===== src/rtl/alu_xor_array_if.sv =====
// alu_xor_array_if: operand/result bundle with valid/ready handshakes.
// master drives operands and out_ready; slave is the ALU array.
interface alu_xor_array_if #(
  parameter int WIDTH = 8,
  parameter int NCH   = 2
);
  logic                 in_valid;
  logic                 in_ready;
  logic [NCH*WIDTH-1:0] a;
  logic [NCH*WIDTH-1:0] b;
  logic [NCH*3-1:0]     op;
  logic                 acc_clr;
  logic                 out_valid;
  logic                 out_ready;
  logic [NCH*WIDTH-1:0] result;
  logic [NCH-1:0]       carry;
  logic [NCH-1:0]       zero;
  logic [WIDTH-1:0]     xor_all;
  logic                 parity;

  modport master (
    output in_valid, a, b, op, acc_clr, out_ready,
    input  in_ready, out_valid, result, carry,
    input  zero, xor_all, parity
  );

  modport slave (
    input  in_valid, a, b, op, acc_clr, out_ready,
    output in_ready, out_valid, result, carry,
    output zero, xor_all, parity
  );
endinterface


===== src/rtl/alu_xor_array.sv =====
// alu_xor_array: NCH pipelined ALU channels, accumulators, XOR reduce.
// Define ALU_SAT_EN for saturating ADD/SUB/ACC instead of wrap.
module alu_xor_array #(
  parameter int WIDTH = 8,
  parameter int NCH   = 2,
  parameter int PIPE  = 2
) (
  input  logic          wb_clk_i,
  input  logic          wb_rst_n,
  alu_xor_array_if.slave bus
);

  typedef enum logic [2:0] {
    OP_ADD  = 3'd0,
    OP_SUB  = 3'd1,
    OP_AND  = 3'd2,
    OP_OR   = 3'd3,
    OP_XOR  = 3'd4,
    OP_ACC  = 3'd5,
    OP_ACCX = 3'd6,
    OP_PASS = 3'd7
  } op_e;

  logic advance;
  logic fire;
  logic out_valid_w;

  logic [NCH-1:0][WIDTH-1:0] alu_res;
  logic [NCH-1:0]            alu_cy;
  logic [NCH-1:0]            alu_zero;
  logic [NCH-1:0][WIDTH-1:0] acc_q;
  logic [NCH-1:0][WIDTH-1:0] acc_d;
  logic [NCH-1:0]            acc_we;

  logic                      s1_valid;
  logic [NCH-1:0][WIDTH-1:0] s1_res;
  logic [NCH-1:0]            s1_cy;
  logic [NCH-1:0]            s1_zero;
  logic [WIDTH-1:0]          s1_x;

  assign advance      = !out_valid_w | bus.out_ready;
  assign bus.in_ready = advance;
  assign fire         = bus.in_valid & advance;

  always_comb begin
    logic [WIDTH-1:0] a_k;
    logic [WIDTH-1:0] b_k;
    logic [WIDTH-1:0] base;
    logic [WIDTH-1:0] res;
    logic [WIDTH:0]   sum;
    logic             cy;
    op_e              op_k;
    alu_res  = '0;
    alu_cy   = '0;
    alu_zero = '0;
    acc_d    = acc_q;
    acc_we   = '0;
    a_k  = '0;
    b_k  = '0;
    base = '0;
    res  = '0;
    sum  = '0;
    cy   = 1'b0;
    op_k = OP_ADD;
    for (int k = 0; k < NCH; k++) begin
      a_k  = bus.a[k*WIDTH +: WIDTH];
      b_k  = bus.b[k*WIDTH +: WIDTH];
      op_k = op_e'(bus.op[k*3 +: 3]);
      // A coincident clear makes the op see an empty accumulator.
      base = bus.acc_clr ? '0 : acc_q[k];
      sum  = '0;
      res  = '0;
      cy   = 1'b0;
      unique case (op_k)
        OP_ADD: begin
          sum = {1'b0, a_k} + {1'b0, b_k};
          cy  = sum[WIDTH];
          res = sum[WIDTH-1:0];
        end
        OP_SUB: begin
          sum = {1'b0, a_k} - {1'b0, b_k};
          cy  = sum[WIDTH];
          res = sum[WIDTH-1:0];
        end
        OP_AND: res = a_k & b_k;
        OP_OR:  res = a_k | b_k;
        OP_XOR: res = a_k ^ b_k;
        OP_ACC: begin
          sum       = {1'b0, base} + {1'b0, a_k};
          cy        = sum[WIDTH];
          res       = sum[WIDTH-1:0];
          acc_we[k] = fire;
        end
        OP_ACCX: begin
          res       = base ^ a_k;
          acc_we[k] = fire;
        end
        OP_PASS: res = a_k;
      endcase
`ifdef ALU_SAT_EN
      if (cy) res = (op_k == OP_SUB) ? '0 : '1;
`endif
      alu_res[k]  = res;
      alu_cy[k]   = cy;
      alu_zero[k] = (res == '0);
      acc_d[k]    = res;
    end
  end

  always_ff @(posedge wb_clk_i or negedge wb_rst_n) begin
    if (!wb_rst_n) begin
      acc_q <= '0;
    end else begin
      for (int k = 0; k < NCH; k++) begin
        if (acc_we[k])        acc_q[k] <= acc_d[k];
        else if (bus.acc_clr) acc_q[k] <= '0;
      end
    end
  end

  always_ff @(posedge wb_clk_i or negedge wb_rst_n) begin
    if (!wb_rst_n) begin
      s1_valid <= 1'b0;
      s1_res   <= '0;
      s1_cy    <= '0;
      s1_zero  <= '0;
    end else if (advance) begin
      s1_valid <= bus.in_valid;
      s1_res   <= alu_res;
      s1_cy    <= alu_cy;
      s1_zero  <= alu_zero;
    end
  end

  always_comb begin
    s1_x = '0;
    for (int k = 0; k < NCH; k++) s1_x = s1_x ^ s1_res[k];
  end

  if (PIPE >= 2) begin : g_pipe2
    logic                      s2_valid;
    logic [NCH-1:0][WIDTH-1:0] s2_res;
    logic [NCH-1:0]            s2_cy;
    logic [NCH-1:0]            s2_zero;
    logic [WIDTH-1:0]          s2_x;
    logic                      s2_par;

    always_ff @(posedge wb_clk_i or negedge wb_rst_n) begin
      if (!wb_rst_n) begin
        s2_valid <= 1'b0;
        s2_res   <= '0;
        s2_cy    <= '0;
        s2_zero  <= '0;
        s2_x     <= '0;
        s2_par   <= 1'b0;
      end else if (advance) begin
        s2_valid <= s1_valid;
        s2_res   <= s1_res;
        s2_cy    <= s1_cy;
        s2_zero  <= s1_zero;
        s2_x     <= s1_x;
        s2_par   <= ^s1_x;
      end
    end

    assign out_valid_w = s2_valid;
    assign bus.result  = s2_res;
    assign bus.carry   = s2_cy;
    assign bus.zero    = s2_zero;
    assign bus.xor_all = s2_x;
    assign bus.parity  = s2_par;
  end else begin : g_pipe1
    assign out_valid_w = s1_valid;
    assign bus.result  = s1_res;
    assign bus.carry   = s1_cy;
    assign bus.zero    = s1_zero;
    assign bus.xor_all = s1_x;
    assign bus.parity  = ^s1_x;
  end

  assign bus.out_valid = out_valid_w;

endmodule


===== src/flat_wrapper.sv =====
// flat-port wrapper written by rule: the top's interface ports become plain ports
module alu_xor_array_flat 
#(
  parameter int WIDTH = 8,
  parameter int NCH   = 2,
  parameter int PIPE  = 2
)
  (wb_clk_i, wb_rst_n, bus_in_valid, bus_a, bus_b, bus_op, bus_acc_clr, bus_out_ready, bus_in_ready, bus_out_valid, bus_result, bus_carry, bus_zero, bus_xor_all, bus_parity);
  alu_xor_array_if #(.WIDTH(WIDTH), .NCH(NCH)) bus_i ();
  input  logic wb_clk_i;
  input  logic wb_rst_n;
  input wire logic [$bits(bus_i.in_valid)-1:0] bus_in_valid;
  input wire logic [$bits(bus_i.a)-1:0] bus_a;
  input wire logic [$bits(bus_i.b)-1:0] bus_b;
  input wire logic [$bits(bus_i.op)-1:0] bus_op;
  input wire logic [$bits(bus_i.acc_clr)-1:0] bus_acc_clr;
  input wire logic [$bits(bus_i.out_ready)-1:0] bus_out_ready;
  output wire logic [$bits(bus_i.in_ready)-1:0] bus_in_ready;
  output wire logic [$bits(bus_i.out_valid)-1:0] bus_out_valid;
  output wire logic [$bits(bus_i.result)-1:0] bus_result;
  output wire logic [$bits(bus_i.carry)-1:0] bus_carry;
  output wire logic [$bits(bus_i.zero)-1:0] bus_zero;
  output wire logic [$bits(bus_i.xor_all)-1:0] bus_xor_all;
  output wire logic [$bits(bus_i.parity)-1:0] bus_parity;
  assign bus_i.in_valid = bus_in_valid;
  assign bus_i.a = bus_a;
  assign bus_i.b = bus_b;
  assign bus_i.op = bus_op;
  assign bus_i.acc_clr = bus_acc_clr;
  assign bus_i.out_ready = bus_out_ready;
  assign bus_in_ready = bus_i.in_ready;
  assign bus_out_valid = bus_i.out_valid;
  assign bus_result = bus_i.result;
  assign bus_carry = bus_i.carry;
  assign bus_zero = bus_i.zero;
  assign bus_xor_all = bus_i.xor_all;
  assign bus_parity = bus_i.parity;
  alu_xor_array #(.WIDTH(WIDTH), .NCH(NCH), .PIPE(PIPE)) u_core (.wb_clk_i(wb_clk_i), .wb_rst_n(wb_rst_n), .bus(bus_i));
endmodule

===== config.mk =====
export PLATFORM = sky130hd
export DESIGN_NAME = alu_xor_array_flat
export DESIGN_NICKNAME = d
export VERILOG_FILES = /design/src/rtl/alu_xor_array_if.sv /design/src/rtl/alu_xor_array.sv /design/src/flat_wrapper.sv
export SDC_FILE = /design/constraint.sdc
export NUM_CORES = 1
export LEC_CHECK = 0
export BUFFER_PORTS_ARGS = -buffer_cell sky130_fd_sc_hd__clkbuf_2
export CORE_MARGIN = 2
export CORE_UTILIZATION = 45
export CTS_CLUSTER_DIAMETER = 150
export DETAILED_ROUTE_END_ITERATION = 16
export HOLD_SLACK_MARGIN = 0.08
export PLACE_DENSITY_LB_ADDON = 0.2
export SYNTH_ARGS = -nofsm -noshare
export SYNTH_HDL_FRONTEND = slang
export SYNTH_SLANG_ARGS = --single-unit

===== constraint.sdc =====
create_clock -name wb_clk_i -period 5.9 [get_ports wb_clk_i]
set_input_delay 0 -clock wb_clk_i [delete_from_list [all_inputs] [get_ports wb_clk_i]]
set_output_delay 0 -clock wb_clk_i [all_outputs]
set_load 0.02 [all_outputs]

# Yosys cells after proc, flatten, opt, wreduce, memory -nomap -nowiden
# Index checks and enable logic that the tools add are counted.
# W data, S select, Z words.
[totals]
memories = 0
latchBits = 0
romBits = 0
mem_bits_rw = 0
output_inout_bits = 31
ff_bits = 67
[classes]
div_mod_pow = 0
n_addsub = 6
n_bitwise = 11
order_cmp = 0
reduce_logical = 8
n_mul = 0
n_shift = 0
eq_ne = 14
mux = 10
[ops]
columns = ["op", "count"]
rows = [
  ["$pmux W8 S8", 2],
  ["$xor A8 B8 Y8", 5],
  ["$add A8 B8 Y9", 4],
  ["$mux W8", 4],
  ["$eq A3 B3 Y1 const B", 8],
  ["$sub A8 B8 Y9", 2],
  ["$and A8 B8 Y8", 2],
  ["$logic_not A8 Y1", 2],
  ["$or A8 B8 Y8", 2],
  ["$eq A3 B2 Y1 const B", 4],
  ["$reduce_xor A8 Y1", 1],
  ["$eq A3 B1 Y1 const B", 2],
  ["$logic_not A3 Y1", 2],
  ["$pmux W1 S3", 2],
  ["$reduce_or A2 Y1", 2],
  ["$mux W1", 2],
  ["$and A1 B1 Y1", 1],
  ["$logic_not A1 Y1", 1],
  ["$or A1 B1 Y1", 1],
]

# Longest topological paths before layout
[depth]
ltp_word = 5
depth_mapped = 13

# Worst setup path before layout
# OpenSTA, ideal clock, no wires.
[synth_path]
kind = "register to register"
from = "register u_core.acc_q[0] (netlist name)"
to = "register u_core.s1_zero[0]"
setup_ns = 0.092
n_path_buf = 0
slack_ns = 3.098
t_arrival_ns = 2.711
required_time_ns = 5.808
stages_incl_launch_ff = 11
path_cell_list = "dfrtp_1 > nor2b_1 > ha_1 > fa_1 > a211oi_4 > o21ba_1 > or2_1 > or3b_1 > a222oi_1 > o2111ai_1 > o31ai_2"
[synth_via]
elab_chain_len = 4
[synth_rtl]
columns = ["element", "line", "text"]
rows = [
  ["start: declaration", "alu_xor_array.sv:31", "logic [NCH-1:0][WIDTH-1:0] acc_q;"],
  ["start signal: indexed assignment", "alu_xor_array.sv:115", "if (acc_we[k]) acc_q[k] <= acc_d[k];"],
  ["$mux W8 *", "--", ""],
  ["$add A8 B8 Y9 or $xor A8 B8 Y8 (tied branches)", "alu_xor_array.sv:89, alu_xor_array.sv:95", ""],
  ["$pmux W8 S8 *", "alu_xor_array.sv:74", "unique case (op_k)"],
  ["$logic_not A8 Y1 *", "alu_xor_array.sv:105", "alu_zero[k] = (res == '0);"],
  ["end signal: assignment", "alu_xor_array.sv:131", "s1_zero <= alu_zero;"],
  ["end: declaration", "alu_xor_array.sv:38", "logic [NCH-1:0] s1_zero;"],
]
# Mark *: on every way between the ends. The rest lies on a longest branch, timed or not.
# A chain may end at the register's enable or synchronous reset.

# Final worst setup path
# Ends and elaborated chain as after synthesis.

==> metrics.yaml <==
status: "finished clean"
power_frac_comb_pct: 37.7
endpoint_kind: "register"
crit_slowest_cell: "a222oi_1"
power.density_nw_per_um2: 255
critPathMaxStageDelay_ns: 0.47
drc: 0
whs_ns: 0.172
final_common_cell: "nand2_1"
timing.fmax_ghz: 0.324
path_buf_inv: 0
firstDrtPassIters: 4
gp_congestion: 0.898
vias: 5898
clock-sinks: 67
irDropWorstVdd_uv: 133
power_frac_seq_pct: 33.3
grt_max_degree: 68
crit_chain: "nor2b_1, ha_1, fa_1, a211oi_4, o21ba_1, or2_1, or3b_1, a222oi_1, o2111ai_1, o31ai_2"
fp.dieW_um: 124
synth-seq-area-share_pct: 25.9
syn2layout_area_growth_pct: 11.9
grt_pass1_vias: 5770
routed_wl_mm: 16.9
cts_buffer_depth: 2
critical_path.max_fanout: 4
cp_top_family: "compound AO/OA/AOI/OAI gates"
seq_area_um2: 1680
die_h_um: 124
die_area_um2: 15400
drt-initial-drc-count: 415
finalMaxSlewViolations: 0
post_drt_wl_per_cell_um: 16.4
dp_hpwl_mm: 12.8
viasPerCell: 5.72
synth-seq-cells: 67
diodes: 0
ioPinCount: 74
cts_tree: "done"
overflow: 0
internal_power_w: 0.00116
path_clk_slew_ns: 0.06
core_um2: 14000
dominantRegCellSynth: "dfrtp_1"
netlist_instances: 794
antenna_found_initial: 0
leakage_nw: 3.51
hp-class: "in2reg"
syn_avg_cell_area_um2: 8.16
layout_common_cells: "nand2_1, clkbuf_2, dfrtp_1, ha_1, inv_1"
path_class: "reg2reg"
multi_input_area_um2: 4400
cts_setup_buffers: 0
port_buffers: 73
cp.required_ns: 6.14
synth_edf_count: 0
async_flop_share_pct: 100
rows: 43
drive_gt1_share_pct: 13.3
relSlewSlack_pct: 45.2
critPathLaunchType: "register"
fin_tns_setup_ns: 0
grt_usage_pct: 23.2
grt_setup_unrepaired: "no"
synth_area_um2: 6480
cts_resized: 0
power_frac_clock_pct: 29.1
p_switching_w: 0.000690
ys_warn_count: 0
hold_viol: 0
ant_nets: 0
arrival_ns: 3.33
final_nets: 959
p_sw_share_pct: 37.3
clk_latency_ns: 0.33
htreeDepth: 3
synth_cell_types: 77
synth_fp_nets: 907
cap_violations: 0
final.min_clock_period_ns: 3.09
finalCritPeriodShare_pct: 52.3
setup_violations: 0
fin_skew_ns: 0.00384
clockRootBuffer: "clkbuf_16"
cts_buffers: 9
tightest_slew_ns: 0.822
start_util_pct: 46.3
grt_pass1_wl_mm: 28.5
fillers: 1369
power.total_w: 0.00185
kinds of logic after synthesis:
| kind of cell | Yosys count | share of synthesized area (%) |
|---|---|---|
| multiplexers | 27 | 4.90 |
| buffers and inverters | 101 | 6.26 |
| AND/OR/NAND/NOR | 284 | 21.3 |
| flip-flops | 67 | 25.9 |
| adder cells (fa/ha/maj) | 70 | 14.2 |
| AO/OA/AOI/OAI | 199 | 21.3 |
| XOR/XNOR | 46 | 6.22 |
synthesized netlist by cell type, drive strengths merged (6+ instances only):
cell,number,share of area (%)
a211o,6,0.81
a211oi,12,1.6
a21o,14,1.6
a21oi,42,3.2
a31oi,9,0.87
buf,13,1.2
clkbuf,24,1.4
dfrtp,67,26
fa,6,1.9
ha,64,12
inv,62,3.6
mux2,8,1.4
mux2i,16,2.5
nand2,117,6.8
nand2b,20,2.0
nand3,13,1.0
nor2,50,2.9
nor2b,29,2.8
nor3,13,1.0
nor3b,7,0.81
o21a,6,0.70
o21ai,41,3.2
o22ai,6,0.58
xnor2,33,4.5
xor2,13,1.8
cell type report:
class | instances | area share, %
multi-input combinational | 626 | 60.7
clock buffer | 9 | 3.11
sequential | 67 | 23.1
tap | 180 | 3.11
inverter | 64 | 3.31
timing repair buffer | 78 | 5.62
clock inverter | 7 | 1.05
worst paths after layout:
check	slack (ns)	start	depth (start not counted)	endpoint
max	2.81	u_core.acc_q[0]	10	u_core.s1_zero[0]
max reg2reg	2.81	u_core.acc_q[0]	10	u_core.s1_zero[0]
min	0.17	bus_a[0]	4	u_core.s1_res[0]
min in group asynchronous	0.38	wb_rst_n	3	u_core.bus.out_valid
min reg2reg	0.47	u_core.bus.carry[1]	2	u_core.bus.carry[1]
max in group asynchronous	4.97	wb_rst_n	3	u_core.acc_q[1]
per-layer routing:
metal | vias to the layer above | global-route usage (%) | routed length [um]
li1 | 2894 | - | -
met1 | 2817 | 32.5 | 8010
met2 | 168 | 37.5 | 7840
met3 | 19 | 3.62 | 856
met4 | 0 | 5.76 | 191
met5 | - | 0 | 0
tightest hold or removal path, cell delays in order:
cell      delay, ns
clkbuf_2       0.13
nand2_1        0.07
mux2_2         0.17
a31oi_1        0.09
sequential cells by signal, summed over array words and instances (netlist names):
| signal | count |
|---|---|
| u_core.bus.zero | 2 |
| u_core.bus.parity | 1 |
| u_core.s1_cy | 2 |
| u_core.bus.xor_all | 8 |
| u_core.bus.out_valid | 1 |
| u_core.acc_q | 16 |
| u_core.s1_valid | 1 |
| u_core.s1_res | 16 |
| u_core.bus.carry | 2 |
| u_core.s1_zero | 2 |
| u_core.bus.result | 16 |
power by group through the flow:
stage | clock, W | combinational, W | sequential (W)
after CTS | 0.000548 | 0.000701 | 0.000617
after global placement | 0 | 0.000682 | 0.000620
final | 0.000537 | 0.000697 | 0.000615
after detailed placement | 0 | 0.000695 | 0.000624
after global routing | 0.000570 | 0.000779 | 0.000627
after floorplan | 0 | 0.000432 | 0.000677
metrics by stage:
stage | cell area [um2] | util (%) | cells | worst slack [ns]
finish | 7250 | 51.8 | 1031 | 2.81
global route | 7250 | 51.8 | 1031 | 2.51
CTS | 7250 | 51.8 | 1031 | 2.82
detailed placement | 6930 | 49.5 | 1013 | 2.80
global placement | 6930 | 49.5 | 1013 | 2.87
floorplan | 6480 | - | 794 | 3.10
timing repair:
action                                 in CTS  in global routing
setup endpoints to repair                   0                  0
hold buffers                                2                  0
endpoints found under the hold margin      68                  0
No activity file was read; power rests on OpenSTA's default activity.
